===== config.mk =====
export PLATFORM = sky130hd
export DESIGN_NAME = crc_serial_gen
export DESIGN_NICKNAME = d
export VERILOG_FILES = /design/src/rtl/crc_serial_gen.sv
export SDC_FILE = /design/constraint.sdc
export NUM_CORES = 1
export LEC_CHECK = 0
export CAP_MARGIN = 30
export CELL_PAD_IN_SITES_DETAIL_PLACEMENT = 1
export CELL_PAD_IN_SITES_GLOBAL_PLACEMENT = 2
export CORE_UTILIZATION = 35
export DETAILED_ROUTE_END_ITERATION = 7
export PLACE_DENSITY = 0.73
export SETUP_SLACK_MARGIN = 0.15
export SLEW_MARGIN = 10
export SYNTH_ARGS = -nofsm -noshare
export SYNTH_HDL_FRONTEND = slang
export SYNTH_SLANG_ARGS = --single-unit

===== constraint.sdc =====
create_clock -name Clk -period 1.9 [get_ports Clk]
set_clock_uncertainty 0.2 [all_clocks]
set_input_delay 0.38 -clock Clk [delete_from_list [all_inputs] [get_ports Clk]]
set_output_delay 0.38 -clock Clk [all_outputs]
set_load 0.005 [all_outputs]

===== src/rtl/crc_serial_gen.sv =====
// Serial CRC generator: absorbs an Active-framed message LSB first, then shifts out
// the WIDTH-bit remainder LSB first and reseeds itself for the next message.
module crc_serial_gen #(
  parameter int unsigned      WIDTH = 8,
  parameter logic [WIDTH-1:0] POLY  = WIDTH'(32'h44),
  parameter logic [WIDTH-1:0] SEED  = WIDTH'(32'hD8)
) (
  input  logic Clk,
  input  logic Rst,
  input  logic Data,
  input  logic Active,
  output logic Valid,
  output logic CRC,
  output logic Busy
);

  localparam int unsigned CW = $clog2(WIDTH + 1);
  // Top stage always takes the feedback bit, so its POLY bit is replaced by 1.
  localparam logic [WIDTH-1:0] TAPS = {1'b1, POLY[WIDTH-2:0]};

  typedef enum logic [1:0] {
    S_IDLE,
    S_SHIFT,
    S_OUT
  } state_t;

  state_t           r_state;
  state_t           w_state_nxt;
  logic [WIDTH-1:0] r_lfsr;
  logic [WIDTH-1:0] w_lfsr_nxt;
  logic [CW-1:0]    r_cnt;
  logic [CW-1:0]    w_cnt_nxt;
  logic             r_valid;
  logic             w_valid_nxt;
  logic             r_crc;
  logic             w_crc_nxt;
  logic             r_busy;
  logic             w_busy_nxt;

  function automatic logic [WIDTH-1:0] lfsr_step(input logic [WIDTH-1:0] s, input logic d);
    logic fb;
    fb = d ^ s[0];
    return (s >> 1) ^ ({WIDTH{fb}} & TAPS);
  endfunction

  // State and datapath registers.
  always_ff @(posedge Clk or negedge Rst) begin
    if (!Rst) begin
      r_state <= S_IDLE;
      r_lfsr  <= SEED;
      r_cnt   <= '0;
      r_valid <= 1'b0;
      r_crc   <= 1'b0;
      r_busy  <= 1'b0;
    end else begin
      r_state <= w_state_nxt;
      r_lfsr  <= w_lfsr_nxt;
      r_cnt   <= w_cnt_nxt;
      r_valid <= w_valid_nxt;
      r_crc   <= w_crc_nxt;
      r_busy  <= w_busy_nxt;
    end
  end

  // Next-state and next-output logic.
  always_comb begin
    w_state_nxt = r_state;
    w_lfsr_nxt  = r_lfsr;
    w_cnt_nxt   = r_cnt;
    w_valid_nxt = r_valid;
    w_crc_nxt   = r_crc;
    w_busy_nxt  = r_busy;
    unique case (r_state)
      S_IDLE: begin
        if (Active) begin
          w_lfsr_nxt  = lfsr_step(r_lfsr, Data);
          w_state_nxt = S_SHIFT;
        end
      end
      S_SHIFT: begin
        if (Active) begin
          w_lfsr_nxt = lfsr_step(r_lfsr, Data);
        end else begin
          w_valid_nxt = 1'b1;
          w_busy_nxt  = 1'b1;
          w_crc_nxt   = r_lfsr[0];
          w_lfsr_nxt  = r_lfsr >> 1;
          w_cnt_nxt   = CW'(1);
          w_state_nxt = S_OUT;
        end
      end
      S_OUT: begin
        // Active and Data are deliberately ignored for the whole readout.
        if (r_cnt == CW'(WIDTH)) begin
          w_valid_nxt = 1'b0;
          w_busy_nxt  = 1'b0;
          w_crc_nxt   = 1'b0;
          w_lfsr_nxt  = SEED;
          w_cnt_nxt   = '0;
          w_state_nxt = S_IDLE;
        end else begin
          w_crc_nxt  = r_lfsr[0];
          w_lfsr_nxt = r_lfsr >> 1;
          w_cnt_nxt  = r_cnt + CW'(1);
        end
      end
      default: begin
        w_state_nxt = S_IDLE;
      end
    endcase
  end

  assign Valid = r_valid;
  assign CRC   = r_crc;
  assign Busy  = r_busy;

endmodule


# After elaboration in Yosys (flattened, before gate mapping)
# Cells that the tools add are included.
# totals
ff_bits	16
word_cells	38
in_bits	4
out_inout_bits	3
# op_classes
n_bitwise	2
mux	17
addsub	1
n_eq_ne	6
reduce_logical	7
# op_table
operator	count
$mux 8	3
$pmux 8 s3	1
$mux 4	2
$pmux 4 s2	1
$xor 7x8->8	1
$mux 2	3
$ne 2x2->1 const B	3
$pmux 2 s3	1
$reduce_and 3->1	2
$add 4x1->4 const B	1
$eq 4x4->1 const B	1
$mux 1	4
$pmux 1 s2	2
$reduce_and 2->1	2
$reduce_bool 3->1	1
$eq 2x1->1 const B	1
$eq 2x2->1 const B	1
$logic_not 2->1	1
$reduce_bool 2->1	1
$xor 1x1->1	1

# Depth between registers and ports, before layout
# Gate-level depths: netlist of the first run.
# logic_depth
depth_word	4
depth_mapped	7

# Least setup slack after synthesis of the first run
# Ideal clock, no wire load.
# synth_path
path_kind	reg2reg
from	reg r_state[0]
to	reg r_state[0]
setup_slack_ns	0.182
arrival_time_ns	1.390
path_stages_with_launch	7
setup_ns	0.128
t_required_ns	1.572
path_cell_list	dfrtp_1 > inv_1 > ha_1 > buf_4 > o21a_4 > nor3_2 > mux2_1
# synth_between
elab_chain_cells	3
elab_cells_between_ends	8
cone_classes	eq/ne: 5; mux: 1; reduce/logical: 2
# synth_rtl
element	line	source
start, declared	27	state_t r_state;
start signal, assigned	56	r_state <= w_state_nxt;
$eq 2x2->1, or another cell as far along	73	unique case (r_state)
$ne 2x2->1 (no line)	n/a	
$reduce_and 3->1 (no line)	n/a	
# Parallel ways exist; a longest one is shown, timed or not.
# A chain may end at the register's enable or synchronous reset.

# Final worst setup path of the first run
# layout_path
from	reg r_state[0]
to	reg r_lfsr[0]
# layout_between
elab_chain_cells	3
elab_cells_between_ends	7
cone_classes	eq/ne: 3; mux: 1; reduce/logical: 3
# layout_rtl
element	line	source
$eq 2x2->1, or another cell as far along	73	
$reduce_bool 3->1 (no line) or $ne 2x2->1 (tied branches)	n/a	
$reduce_and 2->1 (no line)	n/a	
end signal, assigned	57	r_lfsr <= w_lfsr_nxt;
end, declared	29	logic [WIDTH-1:0] r_lfsr;
# Parallel ways exist; a longest one is shown, timed or not.

==> results of run 1 <==
==> worst min path at each step <==
stage / from / to / slack [ns] / depth (start not counted)
6_report: Rst / r_state[0] / 0.19 / 2
5_1_grt: Rst / Busy / 0.20 / 2
4_1_cts: Rst / r_cnt[3] / 0.20 / 2
3_5_place_dp: CRC / CRC / 0.29 / 2
3_3_place_gp: CRC / CRC / 0.26 / 2
2_1_floorplan: Rst / Busy / -0.12 / 0
==> registers in the layout (all words and copies together) (netlist names) <==
signal and count:
Busy 1, CRC 1, r_cnt 4, r_lfsr 8
r_state 2
==> metrics by stage <==
step / worst slack (ns) / hold slack [ns] / util / instance area (µm²) / TNS [ns]
2_1_floorplan: 0.182 / -0.116 / - / 973 / 0
3_3_place_gp: 0.00963 / 0.264 / 0.458 / 1170 / 0
3_5_place_dp: -0.0692 / 0.292 / 0.458 / 1170 / -0.111
4_1_cts: 0.129 / 0.196 / 0.481 / 1220 / 0
5_1_grt: 0.117 / 0.202 / 0.517 / 1320 / 0
6_report: 0.190 / 0.189 / 0.517 / 1320 / 0
==> per-layer routing <==
layer | track usage | up-vias | part of all wire
met5 | 0 | - | 0
met4 | 0.0769 | 0 | 0.016
met3 | 0.0583 | 5 | 0.025
met2 | 0.339 | 7 | 0.49
met1 | 0.253 | 416 | 0.47
li1 | - | 409 | -
==> layout by cell type, fill, tap and decap left out, types with 2 or more instances in the layout <==
cell type,instances
dfrtp_1,11
ha_4,3
clkdlybuf4s50_1,3
inv_1,6
nor2_4,2
o21ai_0,9
nand2_2,2
o21ai_1,6
dlygate4sd2_1,2
mux2i_1,2
a21oi_1,9
dfstp_2,4
ha_1,3
clkbuf_4,3
nor3_4,2
nand3_1,2
inv_2,2
nor2_1,6
nand2_1,11
buf_4,17
==> final cells by class <==
class,count,share of cell area
clock buffers,4,0.0200
repair buffers,25,0.167
multi-input cells,77,0.453
inverters,8,0.0228
well taps,30,0.0285
flip-flops and latches,16,0.309
==> power by group through the flow <==
stage          combinational, mW  clock [mW]  sequential, mW
2_1_floorplan              0.669           0           0.597
3_3_place_gp                1.05           0           0.605
3_5_place_dp                1.09           0           0.615
4_1_cts                     1.17       0.201           0.603
5_1_grt                     1.46       0.220           0.635
6_report                    1.32       0.197           0.619
==> kinds of logic (layout without fill, tap and decap cells) <==
kind of cell	count (synthesis)	in the layout	share of synthesized area
DFF	16	16	0.416
and+or+nand+nor	33	33	0.185
AOI/OAI and AO/OA	32	32	0.197
buffers and inverters	11	37	0.0540
xor gates and xnor gates	2	2	0.0257
adders and majority gates	7	7	0.0900
muxes	3	3	0.0321
==> what timing repair did <==
| action | CTS | global route |
|---|---|---|
| pin swaps | 0 | 6 |
| cloned | 0 | 0 |
| setup buffers | 2 | 3 |
| resized for setup | 6 | 17 |
| setup endpoints to repair | 14 | 17 |
==> impl_metrics.yaml, run 1 <==
setup_path:
  critical-path-top-delay-family: "simple AND/OR/NAND/NOR gates"
  rr_worst_depth: 8
  crit_buf_inv: 3
  worst-path-stages: 8
  critical_path_class: "register to register"
  slowest_delay_ns: 0.39
  worstPathRequired_ns: 1.92
  cp_max_fo: 6
  cp-startpoint: "r_state[0]"
  crit_path_end_kind: "register"
  slowest_stage: "dfrtp_1"
  cp-endpoint: "r_lfsr[0]"
  timing.rr.end: "r_lfsr[0]"
  r2r-start: "r_state[0]"
  path_cells: "inv_2 > buf_6 > ha_4 > nor2b_4 > nor2_4 > buf_12 > nand2_1 > o21ai_1"
  startpoint_type: "register"
  regToRegSetupSlack_ns: 0.19
  cp.arrival_ns: 1.73
synth:
  yosys_register_bits: 16
  synthTopCellsByArea: "dfrtp_1 (31%), dfstp_2 (11%), ha_1 (9.0%), a21oi_1 (4.6%), o21ai_0 (4.6%)"
  synth_nets: 115
  synth_edf_count: 0
  ys_warn_count: 0
  synth_area_um2: 973
  yosys.area.top_type: "dfrtp_1"
  ys.flop_type: "dfrtp_1"
  ys_top_cells_by_count: "dfrtp_1 (12), nand2_1 (11), a21oi_1 (9), o21ai_0 (9)"
  synth.distinct_cells: 33
  seq_area_frac_synth: 0.416
  async_flop_share: 1.00
  synth.most_common_cell: "dfrtp_1"
  syn-mean-instance-area_um2: 9.36
  syn-instance-count: 104
  synth_top_area_share: 0.308
detailed_routing:
  drt_iter0_drc: 10
  drt_wl_total_um: 2600
  vias_per_cell: 5.23
  via_count: 837
  first_pass_iters: 3
  wl_per_cell_um: 16.3
  ant_nets: 0
  drc: 0
die:
  start_util: 0.382
  ios: 7
  core_um2: 2540
  fp-row-count: 18
  die_area_um2: 3000
  die_y_um: 54.7
  die_w_um: 54.7
place:
  place_hpwl_um: 1930
  place_inst: 151
  place_congestion: 0.752
  io_buffers: 6
layout:
  drive_gt1_frac: 0.377
  n_antenna_cell: 0
  regArea_um2: 407
  finalNonFillerCells: 160
  fill_cells: 291
  multi_input_area_um2: 596
  nets: 142
  synthToLayoutAreaGrowth_pct: 35.1
global_route:
  grtUsageTotal: 0.207
  grt_pass1_vias: 814
  grt_pass1_wl_um: 4080
  grt_max_degree: 17
  gr-total-overflow: 0
  antenna_found_initial: 0
clock_tree:
  cts_buffers: 3
  clockBufferDepth: 2
  htree_num_levels: 1
  clock_latency_ns: 0.30
  cts_tree: "yes"
  cts_hold_buf: 0
  clkTransAtPathRegs_ns: 0.10
  cts_root_buf: "clkbuf_4"
  cts.sinks: 16
pwr:
  p_sw_uw: 882
  power_mw: 2.14
  switching_share: 0.413
  p_per_area_nw_per_um2: 1620
  p_int_mw: 1.25
  peakVddDrop_uv: 875
  p_comb_frac: 0.618
  clkPwrFrac: 0.092
  seq_power_share: 0.290
  power.leakage_nw: 0.579
timing:
  fmaxAchievable_mhz: 585
  worstMarginPinSlew_ns: 0.287
  final_max_slew_viol_count: 0
  fin_crit_sh: 0.900
  finalCriticalPeriod_ns: 1.71
  rsz0062_at_grt: "yes"
  final_hold_viol_count: 0
  setup_viol: 0
  slew_headroom: 0.808
status:
  outcome: "finished, final reports clean"
job:
  drv_cap: 0
worst_hold_path:
  hp-class: "input pin to async pin"
Note: power is estimated with default switching activity, not from simulation.
==> run 2: changes to the inputs <==
CAP_MARGIN = 20   (was 30)
==> results of run 2 <==
No change in the layout: final DEF, timing and power equal those of run 1.
==> run 3: changes to the inputs <==
--- a/config.mk
+++ b/config.mk
@@ -9,7 +9,8 @@
 export CELL_PAD_IN_SITES_DETAIL_PLACEMENT = 1
 export CELL_PAD_IN_SITES_GLOBAL_PLACEMENT = 2
-export CORE_UTILIZATION = 35
+export CORE_UTILIZATION = 38
+export CTS_BUF_LIST = sky130_fd_sc_hd__clkbuf_2
 export DETAILED_ROUTE_END_ITERATION = 7
-export PLACE_DENSITY = 0.73
+export PLACE_DENSITY = 0.81
 export SETUP_SLACK_MARGIN = 0.15
 export SLEW_MARGIN = 10
==> constraint.sdc (replaced) <==
create_clock -name Clk -period 1.9 [get_ports Clk]
set_clock_uncertainty 0.2 [all_clocks]
set_input_delay 0.475 -clock Clk [delete_from_list [all_inputs] [get_ports Clk]]
set_output_delay 0.475 -clock Clk [all_outputs]
set_load 0.005 [all_outputs]
==> run 3 against run 2 <==
  * Sequential share of layout area grew 1.1 points
  * Cell count down 0.63%
  * First-iteration DRC count grew 40%
  * Worst setup slack worse by 0.015 ns
  * Wire length rose by 0.88%
  * Clock-buffer cell count down 1
  * Clock power fell by 17%
  * Via count increased by 3.0%
  * Register-to-register slack worse by 0.02 ns
  * Utilization grew 3.1 points
  * Hold slack improved by 0.076 ns
  * Global-route usage increased by 0.61 points
  * Critical path type unchanged
  * Largest power group unchanged
==> impl_metrics.yaml, run 3 (synthesis gave the netlist of run 1 again) <==
die:
  die_y_um: 52.6
  core_um2: 2320
  die_w_um: 52.6
  fp-row-count: 17
  die_area_um2: 2770
  start_util: 0.420
  ios: 7
global_route:
  gr-total-overflow: 0
  grt_pass1_wl_um: 4080
  grt_pass1_vias: 883
  grtUsageTotal: 0.213
  grt_max_degree: 17
  antenna_found_initial: 0
setup_path:
  worstPathRequired_ns: 1.91
  cp_max_fo: 4
  timing.rr.end: "r_state[0]"
  crit_path_end_kind: "register"
  cp-startpoint: "r_state[0]"
  regToRegSetupSlack_ns: 0.18
  startpoint_type: "register"
  r2r-start: "r_state[0]"
  rr_worst_depth: 5
  critical_path_class: "register to register"
  cp.arrival_ns: 1.74
timing:
  final_max_slew_viol_count: 0
  slew_headroom: 0.779
  fin_setup_tns_ns: 0
  hold_ws_ns: 0.265
  finalCriticalPeriod_ns: 1.72
  fmaxAchievable_mhz: 580
  final_hold_viol_count: 0
  worstMarginPinSlew_ns: 0.331
  setup_viol: 0
  rsz0062_at_grt: "yes"
  fin_crit_sh: 0.908
pwr:
  peakVddDrop_uv: 776
  power_mw: 2.02
  power.leakage_nw: 0.575
  p_per_area_nw_per_um2: 1590
layout:
  nets: 143
  finalNonFillerCells: 159
  drive_gt1_frac: 0.359
  layout_common_cells: "buf_4 (19), dfrtp_1 (11), nand2_1 (11), a21oi_1 (9), o21ai_1 (8)"
  fill_cells: 273
  largest_register_ffs: 8
  layout_commonest_cell: "buf_4"
  reg_top3: "r_lfsr (8), r_cnt (4), r_state (2)"
  synthToLayoutAreaGrowth_pct: 30.5
  largest-register: "r_lfsr"
  n_antenna_cell: 0
detailed_routing:
  first_pass_iters: 4
  via_count: 862
  vias_per_cell: 5.42
  drc: 0
  ant_nets: 0
  drt_wl_total_um: 2630
  wl_per_cell_um: 16.5
  drt_iter0_drc: 14
clock_tree:
  htree_num_levels: 1
  clockBufferDepth: 2
  cts_root_buf: "clkbuf_2"
  cts_hold_buf: 0
  cts_tree: "yes"
  cts_buffers: 3
  cts.sinks: 16
  clkTransAtPathRegs_ns: 0.16
  clock_latency_ns: 0.31
worst_hold_path:
  hp-class: "input pin to async pin"
job:
  drv_cap: 0
place:
  io_buffers: 6
  place_inst: 148
  place_congestion: 0.766
  place_hpwl_um: 1890
status:
  outcome: "finished, final reports clean"
-- run 3: changes by cell type in the layout (fill, tap and decap cells not counted), moves of 2 or more --
| cell | delta |
|---|---|
| buf_4 | +2 |
| clkbuf_2 | +4 |
| clkbuf_4 | -3 |
| ha_2 | +2 |
| ha_4 | -2 |
| o21ai_0 | -2 |
| o21ai_1 | +2 |
-- run 3: layout make-up --
cell class,instances,area (µm²),area share
tap,28,35.0,0.0276
timing repair buffer,26,218,0.171
sequential,16,407,0.320
multi-input combinational,77,562,0.442
clock inverter,1,3.75,0.00296
inverter,8,30.0,0.0236
clock buffer,3,15.0,0.0118
-- run 3: where the power goes --
group,switching [mW],internal (mW)
clock network,0.118,0.0457
registers,0.0943,0.509
logic,0.641,0.611
total,0.854,1.17
-- run 3: stage by stage --
stage	setup slack (ns)	cell area [µm²]	util
2_1_floorplan	0.182	973	-
3_3_place_gp	-0.0955	1160	0.499
3_5_place_dp	-0.159	1160	0.499
4_1_cts	0.0917	1210	0.524
5_1_grt	0.108	1270	0.548
6_report	0.175	1270	0.548
-- run 3: layer usage --
layer | track usage | share of wire | vias to the layer above
met5 | 0 | 0 | -
met4 | 0.105 | 0.018 | 0
met3 | 0.0261 | 0.025 | 5
met2 | 0.369 | 0.51 | 10
met1 | 0.255 | 0.45 | 436
li1 | - | - | 411
-- run 3: how the worst max path moves through the flow --
stage / endpoint / slack [ns] / cells past startpoint
2_1_floorplan: r_state[0] / 0.18 / 6
4_1_cts: Busy / 0.09 / 2
5_1_grt: r_lfsr[3] / 0.11 / 7
3_5_place_dp: r_state[0] / -0.16 / 4
6_report: r_state[0] / 0.18 / 5
3_3_place_gp: r_state[0] / -0.1 / 4
-- run 3: repair_timing --
action	in CTS	in global routing
setup buffers	4	3
resized for setup	7	14
gates cloned	0	0
pin swaps	1	5
endpoints found under the setup margin	9	12
-- run 3: critical path, stage by stage, from the launching register on --
cell	delay (ns)
dfrtp_1	0.42
buf_4	0.15
ha_2	0.21
and2_4	0.16
nor3_4	0.19
mux2_4	0.31
